$ cat src/rtl/pong_match_ctrl.sv
// Pong match sequencer: serve/point pacing in frame ticks, score keeping,
// ball gating and a debounced-by-lockout start/pause button.
module pong_match_ctrl #(
  parameter int unsigned WIN_SCORE    = 7,
  parameter int unsigned SERVE_FRAMES = 60,
  parameter int unsigned POINT_FRAMES = 90,
  parameter int unsigned LOCK_FRAMES  = 8
) (
  input  logic        ClkPort,
  input  logic        Reset,
  input  logic        frame_tick,
  input  logic        start_btn,
  input  logic        miss_left,
  input  logic        miss_right,
  output logic        ball_en,
  output logic        ball_reset,
  output logic        serve_dir,
  output logic [15:0] score,
  output logic        game_over,
  output logic        winner,
  output logic [2:0]  state_out
);

  localparam int unsigned CNT_W   = 8;
  localparam int unsigned SCORE_W = 4;

  typedef enum logic [2:0] {
    S_IDLE     = 3'd0,
    S_SERVE    = 3'd1,
    S_PLAY     = 3'd2,
    S_PAUSE    = 3'd3,
    S_POINT    = 3'd4,
    S_GAMEOVER = 3'd5
  } state_t;

  state_t state, state_next;

  logic               sync1, sync2, sync3;
  logic [CNT_W-1:0]   lock_cnt;
  logic [CNT_W-1:0]   frame_cnt;
  logic               first;
  logic [SCORE_W-1:0] score_l, score_r;

  logic               press_c;
  logic               frame_inc_c;
  logic               miss_l_only_c;
  logic               miss_r_only_c;
  logic [SCORE_W-1:0] score_l_inc_c, score_r_inc_c;

  logic [SCORE_W-1:0] score_l_d, score_r_d;
  logic               serve_dir_d, winner_d;
  logic               ball_en_d, ball_reset_d, game_over_d;

  // Button synchroniser; sync2/sync3 form the rising-edge detector
  always_ff @(posedge ClkPort or posedge Reset) begin
    if (Reset) begin
      sync1 <= 1'b0;
      sync2 <= 1'b0;
      sync3 <= 1'b0;
    end else begin
      sync1 <= start_btn;
      sync2 <= sync1;
      sync3 <= sync2;
    end
  end

  assign press_c       = sync2 & ~sync3 & (lock_cnt == '0);
  assign frame_inc_c   = frame_tick & ~first;
  assign miss_l_only_c = miss_left & ~miss_right;
  assign miss_r_only_c = miss_right & ~miss_left;
  assign score_l_inc_c = score_l + SCORE_W'(1);
  assign score_r_inc_c = score_r + SCORE_W'(1);

  always_ff @(posedge ClkPort or posedge Reset) begin
    if (Reset) state <= S_IDLE;
    else       state <= state_next;
  end

  always_comb begin
    state_next = state;
    case (state)
      S_IDLE:  if (press_c) state_next = S_SERVE;
      S_SERVE: if (frame_inc_c && frame_cnt == CNT_W'(SERVE_FRAMES - 1)) state_next = S_PLAY;
      S_PLAY: begin
        if (miss_l_only_c)
          state_next = (score_r_inc_c == SCORE_W'(WIN_SCORE)) ? S_GAMEOVER : S_POINT;
        else if (miss_r_only_c)
          state_next = (score_l_inc_c == SCORE_W'(WIN_SCORE)) ? S_GAMEOVER : S_POINT;
        else if (miss_left && miss_right)
          state_next = S_POINT;
        else if (press_c)
          state_next = S_PAUSE;
      end
      S_PAUSE:    if (press_c) state_next = S_PLAY;
      S_POINT:    if (frame_inc_c && frame_cnt == CNT_W'(POINT_FRAMES - 1)) state_next = S_SERVE;
      S_GAMEOVER: if (press_c) state_next = S_SERVE;
      default:    state_next = S_IDLE;
    endcase
  end

  // Next values of the registered outputs
  always_comb begin
    score_l_d    = score_l;
    score_r_d    = score_r;
    serve_dir_d  = serve_dir;
    winner_d     = winner;
    ball_en_d    = (state_next == S_PLAY);
    ball_reset_d = (state_next == S_SERVE) && (state != S_SERVE);
    game_over_d  = (state_next == S_GAMEOVER);
    case (state)
      S_PLAY: begin
        if (miss_l_only_c) begin
          score_r_d   = score_r_inc_c;
          serve_dir_d = 1'b0;
          if (score_r_inc_c == SCORE_W'(WIN_SCORE)) winner_d = 1'b1;
        end else if (miss_r_only_c) begin
          score_l_d   = score_l_inc_c;
          serve_dir_d = 1'b1;
          if (score_l_inc_c == SCORE_W'(WIN_SCORE)) winner_d = 1'b0;
        end
      end
      S_GAMEOVER: begin
        if (press_c) begin
          score_l_d = '0;
          score_r_d = '0;
          winner_d  = 1'b0;
        end
      end
      default: ;
    endcase
  end

  always_ff @(posedge ClkPort or posedge Reset) begin
    if (Reset) begin
      score_l    <= '0;
      score_r    <= '0;
      serve_dir  <= 1'b0;
      winner     <= 1'b0;
      ball_en    <= 1'b0;
      ball_reset <= 1'b0;
      game_over  <= 1'b0;
    end else begin
      score_l    <= score_l_d;
      score_r    <= score_r_d;
      serve_dir  <= serve_dir_d;
      winner     <= winner_d;
      ball_en    <= ball_en_d;
      ball_reset <= ball_reset_d;
      game_over  <= game_over_d;
    end
  end

  // Frame counter restarts on every state change; the entry cycle's tick is skipped
  always_ff @(posedge ClkPort or posedge Reset) begin
    if (Reset) begin
      frame_cnt <= '0;
      first     <= 1'b0;
    end else begin
      first <= (state_next != state);
      if (state_next != state)
        frame_cnt <= '0;
      else if (frame_inc_c && (state == S_SERVE || state == S_POINT))
        frame_cnt <= frame_cnt + CNT_W'(1);
    end
  end

  // Press lockout keeps running in every state, including PAUSE
  always_ff @(posedge ClkPort or posedge Reset) begin
    if (Reset)
      lock_cnt <= '0;
    else if (press_c)
      lock_cnt <= CNT_W'(LOCK_FRAMES);
    else if (frame_tick && lock_cnt != '0)
      lock_cnt <= lock_cnt - CNT_W'(1);
  end

  assign score     = {4'h0, score_l, 4'h0, score_r};
  assign state_out = state;

endmodule

$ cat config.mk
export PLATFORM = sky130hd
export DESIGN_NAME = pong_match_ctrl
export DESIGN_NICKNAME = d
export VERILOG_FILES = /design/src/rtl/pong_match_ctrl.sv
export SDC_FILE = /design/constraint.sdc
export NUM_CORES = 1
export LEC_CHECK = 0
export BUFFER_PORTS_ARGS = -buffer_cell sky130_fd_sc_hd__buf_2
export CELL_PAD_IN_SITES_DETAIL_PLACEMENT = 0
export CELL_PAD_IN_SITES_GLOBAL_PLACEMENT = 1
export CORE_ASPECT_RATIO = 0.7
export CORE_MARGIN = 2
export CORE_UTILIZATION = 47
export CTS_CLUSTER_SIZE = 20
export DETAILED_ROUTE_END_ITERATION = 12
export GPL_TIMING_DRIVEN = 0
export PLACE_DENSITY = 0.82
export SLEW_MARGIN = 20
export SYNTH_ARGS = -nofsm -noshare
export SYNTH_HDL_FRONTEND = slang
export SYNTH_SLANG_ARGS = --single-unit
$ cat constraint.sdc
create_clock -name ClkPort -period 6.35 [get_ports ClkPort]
set_clock_uncertainty 0.1 [all_clocks]
set_input_delay 1.27 -clock ClkPort [delete_from_list [all_inputs] [get_ports ClkPort]]
set_output_delay 1.27 -clock ClkPort [all_outputs]
set_load 0.05 [all_outputs]
=== Word level (Yosys, flattened, before mapping) ===
Cells that the tools add are included.

* Register bits after elaboration: 36
* Output and inout bits: 24
* Input bits: 6
* Word-level logic and storage cells: 96

* Reduce and logical (&&, ||, !) cells: 19
* Bitwise gates (word level): 9
* Equality and inequality tests: 21
* Add/subtract/negate cells: 4
* Muxes and demuxes: 29

{| class="wikitable"
|+ Operator list
! operator !! number
|-
| $mux 8 || 4
|-
| $mux 3 || 8
|-
| $mux 4 || 4
|-
| $pmux 4 s2 || 2
|-
| $pmux 3 s5 || 1
|-
| $eq 3x2->1 const B || 3
|-
| $eq 3x3->1 const B || 3
|-
| $mux 1 || 9
|-
| $ne 3x3->1 const B || 3
|-
| $add 4x1->4 const B || 2
|-
| $add 8x1->8 const B || 1
|-
| $eq 4x3->1 const B || 2
|-
| $eq 8x6->1 const B || 1
|-
| $eq 8x7->1 const B || 1
|-
| $logic_not 8->1 || 1
|-
| $ne 2x2->1 const B || 4
|-
| $reduce_bool 2->1 || 4
|-
| $reduce_bool 8->1 || 1
|-
| $sub 8x1->8 const B || 1
|-
| $eq 3x1->1 const B || 2
|-
| $logic_and 1x1->1 || 6
|-
| $and 1x1->1 || 5
|-
| $reduce_and 5->1 || 1
|-
| $not 1->1 || 4
|-
| 9 further kinds || 9
|}

=== Depth between registers and ports, before layout ===
Gate-level depths: netlist of the first run.

* Depth after elaboration: 10
* Mapped depth: 9
* Mapped depth without buffers: 9

=== Worst setup path after synthesis of the first run ===
OpenSTA, ideal clock, no wires.

* Path type: input -> register
* Start point: in miss_right
* End point: reg frame_cnt[1]
* Buffers on the path: 1
* Required time: 6.163 ns
* Setup time: 0.087 ns
* Arrival time: 2.943 ns
* Stages on the path: 9
* Path slack: 3.220 ns
* Cells stage by stage: inv_1 ha_1 clkbuf_1 or3_1 a21oi_1 mux2i_1 o221ai_2 mux2_4 a211oi_2

* Longest elaborated chain between the ends: 7
* Elaborated cells between the ends (all ways): 11

{| class="wikitable"
|+ RTL lines
! element !! RTL line !! text
|-
| from (decl) || 14 || <nowiki>input logic miss_right,</nowiki>
|-
| $logic_and 1x1->1 || 89 || <nowiki>else if (miss_left && miss_right)</nowiki>
|-
| $mux 3 || 89 ||
|-
| $mux 3 || 87 || <nowiki>else if (miss_r_only_c)</nowiki>
|-
| $mux 3 * || 85 || <nowiki>if (miss_l_only_c)</nowiki>
|-
| $pmux 3 s5 * || 81 || <nowiki>case (state)</nowiki>
|-
| $ne 3x3->1 * || 160 || <nowiki>if (state_next != state)</nowiki>
|-
| $mux 8 or $reduce_bool 2->1 (tied branches) || -- ||
|-
| to (signal assigned) || 163 || <nowiki>frame_cnt <= frame_cnt + CNT_W'(1);</nowiki>
|-
| to (decl) || 40 || <nowiki>logic [CNT_W-1:0] frame_cnt;</nowiki>
|}

Every way passes the cells marked *; elsewhere a longest branch is shown, timed or not.
A chain may end at the register's enable or synchronous reset.

=== Worst setup path after layout of the first run ===
Ends and elaborated chain as after synthesis.

==> reports/summary.txt, run 1 <==
Multiplexer area fraction after synthesis - 1.24%
WL/cell - 12.6 µm
Cell Area, Synth - 2020 µm²
Core Area - 4020 µm²
Run status - finished, final reports clean
Leakage power - 1.11 nW
Hold Buf Count CTS - 0
Synthesized instance count - 210
Ys Warns - 0
Routability cong. - 0.754
Root buffer cell - clkbuf_8
Port Buffers - 21
VDD IR-drop max - 246 µV
Final non-filler cell area - 2300 µm²
Worst-skew pair later-pin latency - 0.28 ns
First-pass GRT wire length - 6.37 mm
CP startpoint kind - input port
Most common cell after layout, fill and taps aside - dfrtp_1
GR Layer Usage met1 - 28.2%
Pins Over Slew Limit - 0
Synth async-reset ratio - 100%
Initial antenna violation count - 0
Clock slew seen by the registers of the worst setup and hold paths - 0.07 ns
Tot Pwr - 0.706 mW
Row cnt - 19
Unrepaired setup endpoints after global routing - false
DRC errors left - 0
Flop2flop setup slack - 4.04 ns
Setup violations, final - 0
Starting Density - 50.2%
Max H-tree Level - 2
Critical path fanouts, max - 10
Sequential cell area - 901 µm²
Final hold viol count - 0
Post-DR vias/cell - 5.04
Drt first pass iters - 4
NumNets Final - 262
CP arrival - 3.25 ns
Die height - 58.8 µm
Max Cap Viol - 0
Post-synth EDFFs - 0
Placed standard-cell area - 2210 µm²
Global route hottest layer - met1
Horiz. Die Dim - 82.3 µm
Final ANT Viol Nets - 0
Main flop type after synthesis - dfrtp_1
Setup crit end kind - flop
Layout cell share with drive strength beyond 1 - 19.1%
Fillers - 393
Post-Synth XOR/XNOR Area - 5.65%
Hold Crit Depth - 0
R2r worst-path depth - 6
Die ar. - 4840 µm²
Synth Area in Adders - 6.82%
Num CTS Buffers - 5
Compound-Gate Fraction of Synth Area - 11.7%
Post-CTS sizing - 0
Postcts setup bufs - 0
CTS tree - done
Sequential-to-total area share from yosys stat - 44.7%
Worst Path Required - 6.45 ns
Hold worst-path end - sync2
Final period utilization - 49.6%
Clock sinks - 36
GR met2 Demand/Resource - 22.7%
Clock Path Buffers - 2
Fmax - 318 MHz
Initial DRC Count - 89
Simple-gate area share of the yosys netlist - 23.7%
Slew HR - 44.0%
CP Class - input port to flop
Reg2Reg Launch Point - lock_cnt[3]
Vias in the first global route - 1333
Commonest cells after routing, fill and taps aside - 36 x dfrtp_1, 23 x buf_2, 20 x nand2_1
# IOs - 30
Detailed Place HPWL - 2.85 mm
Number of synthesized register bits - 36
Reg-to-Reg End - frame_cnt[1]
Detailed-route wire length - 3.76 mm
# diodes - 0
Multi-input gate area - 1020 µm²
GRT Residual Overflow - 0
Syn_area_per_cell - 9.60 µm²
Overall global routing resource usage - 17.7%
Setup TNS - 0 ns
Synth-to-layout area growth - 14.2%
Pwr Density - 307 nW/µm²
Largest net degree at the start of global routing - 37
Synth cell types - 41
Total number of vias - 1502
Worst hold start - sync1
HP Class - flop to flop
Clock period minus worst slack - 3.15 ns
Met3 usage - 4.91%
Largest family of logic cells by synthesized area - simple AND/OR/NAND/NOR gates
Worst slew pin tran - 0.833 ns
[synth_stat cells (2+ instances only)]
cell | count | area, µm²
nor3b_1 | 2 | 15.0
ha_1 | 11 | 138
nor3_1 | 5 | 25.0
nor4_1 | 6 | 37.5
a211oi_2 | 2 | 25.0
inv_1 | 12 | 45.0
nand2b_1 | 5 | 31.3
dfrtp_1 | 36 | 901
nand3_1 | 6 | 30.0
nand2_1 | 20 | 75.1
nor2_1 | 19 | 71.3
xor2_1 | 7 | 61.3
buf_2 | 2 | 10.0
o21ai_0 | 17 | 85.1
clkbuf_1 | 2 | 7.51
nand4_1 | 3 | 18.8
nor2b_1 | 4 | 25.0
or3_1 | 2 | 12.5
and2_1 | 3 | 18.8
buf_4 | 8 | 60.1
and3_1 | 4 | 25.0
o31ai_1 | 3 | 22.5
a21oi_1 | 8 | 40.0
xnor2_1 | 6 | 52.6
[worst max-delay path, stage by stage]
cell and delay (ns):
buf_2 0.11, inv_1 0.04, ha_1 0.16, clkbuf_1 0.19, or3_1 0.38, a21oi_1 0.15, mux2i_1 0.10, o221ai_2 0.25
mux2_4 0.39, a211oi_2 0.20
[routing by layer]
layer	up-vias	routed length, µm
li1	780	-
met1	681	2080
met2	36	1420
met3	5	212
met4	0	42
met5	-	0
[flip-flops by register name, summed over array words and instances (netlist names)]
name	cells
sync2	1
score_r	4
winner	1
sync3	1
frame_cnt	8
serve_dir	1
state_out	3
lock_cnt	8
first	1
ball_reset	1
score_l	4
ball_en	1
game_over	1
sync1	1
[kinds of logic after synthesis]
family | count (synthesis)
and+or+nand+nor | 86
AOI/OAI and AO/OA | 37
other | 1
adders and majority gates | 11
DFF | 36
xor gates and xnor gates | 13
buffers and inverters | 24
muxes | 2
[power by group]
group / switching [mW] / internal (mW) / total, mW
clock: 0.0751 / 0.0884 / 0.164
sequential: 0.0440 / 0.275 / 0.319
combinational: 0.144 / 0.0800 / 0.224
total: 0.263 / 0.443 / 0.706
[cell type report]
cell class                 instances  area share (%)
clock buffer                       8            3.91
buffer                            12            3.37
tap                               52            2.82
multi-input combinational        157            44.3
timing repair buffer              21            4.56
sequential                        36            39.1
inverter                          12            1.96
[worst max path at each step]
stage | endpoint | cells after the start | startpoint | slack (ns)
2_1_floorplan | frame_cnt[1] | 9 | miss_right | 3.22
3_3_place_gp | frame_cnt[1] | 10 | miss_right | 2.92
3_5_place_dp | frame_cnt[1] | 10 | miss_right | 2.91
4_1_cts | frame_cnt[1] | 10 | miss_right | 3.20
5_1_grt | frame_cnt[1] | 10 | miss_right | 3.09
6_report | frame_cnt[1] | 10 | miss_right | 3.20
[through the flow]
step                      setup slack, ns  cells  hold slack, ns  util, %
after floorplan                      3.22    217           0.231        -
after global placement               2.92    290           0.233     55.1
after detailed placement             2.91    290           0.240     55.1
after CTS                            3.20    298           0.255     57.3
after global routing                 3.09    298           0.268     57.3
final                                3.20    298           0.250     57.3
No activity file was read; power rests on OpenSTA's default activity.
==> inputs of run 2 (changes only) <==
--- a/config.mk
+++ b/config.mk
@@ -5,16 +5,17 @@
 export SDC_FILE = /design/constraint.sdc
 export NUM_CORES = 1
 export LEC_CHECK = 0
+export ABC_AREA = 1
 export BUFFER_PORTS_ARGS = -buffer_cell sky130_fd_sc_hd__buf_2
 export CELL_PAD_IN_SITES_DETAIL_PLACEMENT = 0
 export CELL_PAD_IN_SITES_GLOBAL_PLACEMENT = 1
 export CORE_ASPECT_RATIO = 0.7
 export CORE_MARGIN = 2
-export CORE_UTILIZATION = 47
+export CORE_UTILIZATION = 42
 export CTS_CLUSTER_SIZE = 20
 export DETAILED_ROUTE_END_ITERATION = 12
 export GPL_TIMING_DRIVEN = 0
-export PLACE_DENSITY = 0.82
+export PLACE_DENSITY = 0.76
 export SLEW_MARGIN = 20
 export SYNTH_ARGS = -nofsm -noshare
 export SYNTH_HDL_FRONTEND = slang
==> constraint.sdc (replaced) <==
create_clock -name ClkPort -period 3.3 [get_ports ClkPort]
set_clock_uncertainty 0.1 [all_clocks]
set_input_delay 0.66 -clock ClkPort [delete_from_list [all_inputs] [get_ports ClkPort]]
set_output_delay 0.66 -clock ClkPort [all_outputs]
set_load 0.05 [all_outputs]
==> reports/summary.txt, run 2 <==
Overall global routing resource usage - 15.5%
Core Area - 4810 µm²
Buffers and inverters on the worst path - 2
Port Buffers - 21
Drt first pass iters - 4
Starting Density - 43.7%
# IOs - 30
Post-synth top area cell - dfrtp_1
Post-CTS sizing - 0
CP startpoint kind - flop
Vias in the first global route - 1517
Top delay family on crit path - simple AND/OR/NAND/NOR gates
Worst path slowest cell - dfrtp_1
Unrepaired setup endpoints after global routing - false
Row cnt - 21
Final core utilization - 50.4%
First-pass GRT wire length - 6.84 mm
Num CTS Buffers - 5
Most common cell after layout, fill and taps aside - nand2_1
Critical Path Most Common Cell - nor2_1
Syn_area_per_cell - 8.05 µm²
Count leader, synth - nand2_1
CTS tree - done
Final ANT Viol Nets - 0
Layout cell share with drive strength beyond 1 - 24.9%
Worst Path Required - 3.37 ns
Regs by FF count - frame_cnt (8), lock_cnt (8)
WL/cell - 10.7 µm
Ys Warns - 0
CP Depth - 13
Initial antenna violation count - 0
Die ar. - 5600 µm²
Yosys top cell area share - 42.9%
Hold Buf Count CTS - 0
# diodes - 0
Detailed Place HPWL - 3.11 mm
Clock slew seen by the registers of the worst setup and hold paths - 0.07 ns
Postcts setup bufs - 0
NumNets Final - 314
Max H-tree Level - 2
VDD IR-drop max - 269 µV
CP arrival - 2.18 ns
Crit-path cells - inv_1, ha_1, inv_1, nor2_1, nand3_2, nand2_1, nand3_1, nor2_1, nand2_2, nand2_1, nand2_2, nand2_4, nor2_1
Setup TNS - 0 ns
Routability cong. - 0.826
DRC errors left - 0
CP Class - flop to flop
Run status - finished, final reports clean
Horiz. Die Dim - 88.6 µm
Critical path fanouts, max - 9
R2r worst-path depth - 13
Clock period minus worst slack - 2.11 ns
Placed standard-cell area - 2350 µm²
Synthesized instance count - 261
Clock sinks - 36
Setup violations, final - 0
Die height - 63.2 µm
Pins Over Slew Limit - 0
Sequential-to-total area share from yosys stat - 42.9%
Cell Area, Synth - 2100 µm²
Delay of the slowest critical-path stage - 0.39 ns
Setup crit end kind - flop
Synth async-reset ratio - 100%
Total number of vias - 1640
Final non-filler cell area - 2420 µm²
Synth-to-layout area growth - 15.4%
Tot Pwr - 1.27 mW
Number of synthesized register bits - 36
Pwr Density - 524 nW/µm²
Area contributors post-synth - dfrtp_1 43%, nand2_1 10%, ha_1 6.5%
Hold Crit Depth - 0
Fmax - 473 MHz
Leakage power - 1.25 nW
HP Class - flop to flop
Final period utilization - 64.1%
GRT Residual Overflow - 0
Detailed-route wire length - 3.93 mm
Post-DR vias/cell - 4.48
Final hold viol count - 0
Worst-skew pair later-pin latency - 0.28 ns
Initial DRC Count - 74
Synth cell types - 30
Post-synth top cells - 58 x nand2_1, 36 x dfrtp_1, 25 x inv_1, 22 x nor2_1, 18 x nand3_1
Commonest cells after routing, fill and taps aside - 58 x nand2_1, 36 x dfrtp_1, 24 x inv_1
Largest net degree at the start of global routing - 21
Main flop type after synthesis - dfrtp_1
Root buffer cell - clkbuf_8
Max Cap Viol - 0
Clock Path Buffers - 2
Post-synth EDFFs - 0
## run 2: changes by cell type after synthesis, moves of 4 or more
cell      previous run  this run
nand2b_1             5         0
a21oi_1              8         2
nand2_2              0         4
nand2_1             20        58
inv_1               12        25
nor2b_1              4         0
and3_1               4         0
o21ai_1              0         4
o21ai_0             17         5
nor2_2               0         9
nor4_1               6         0
nand3_1              6        18
inv_2                0        16
## run 2: routing by layer
layer  track usage (%)  part of all wire [%]  wire (µm)  vias to the layer above
li1                  -                     -          -                      879
met1              24.8                    57       2250                      735
met2              21.1                    39       1520                       24
met3              3.93                   3.6        140                        2
met4              2.84                  0.46         18                        0
met5                 0                     0          0                        -
## run 2: final timing paths
kind | start | endpoint | slack (ns)
min in group asynchronous | Reset | lock_cnt[7] | 0.26
setup / recovery | lock_cnt[0] | frame_cnt[7] | 1.19
setup reg to reg | lock_cnt[0] | frame_cnt[7] | 1.19
hold / removal | sync1 | sync2 | 0.25
max in group asynchronous | Reset | serve_dir | 2.41
hold reg to reg | sync1 | sync2 | 0.25
## run 2: kinds of logic after synthesis
logic type               after synthesis  share of synthesized area (%)
XOR/XNOR                              12                           5.00
flip-flops                            36                           42.9
buffers and inverters                 50                           10.4
AND/OR/NAND/NOR                      131                           29.2
AO/OA/AOI/OAI                         20                           5.89
adder cells (fa/ha/maj)               11                           6.55
other                                  1                          0.178
## run 2: layout make-up
cell class | count | area, µm²
clock inverter | 1 | 5.00
tap | 69 | 86.3
multi-input combinational | 182 | 1010
fill | 502 | 2380
inverter | 42 | 158
timing repair buffer | 22 | 133
clock buffer | 6 | 72.6
sequential | 36 | 901
buffer | 8 | 60.1
## run 2: power by group
group	switching, mW	internal (mW)
Clock	0.146	0.143
Combinational	0.252	0.135
Sequential	0.0722	0.522
## run 2: through the flow
stage	worst slack [ns]	hold slack, ns	instances
after floorplan	1.31	0.231	268
after global placement	1.09	0.237	358
after detailed placement	1.05	0.237	359
after CTS	1.18	0.253	366
after global routing	0.958	0.256	366
final	1.19	0.251	366
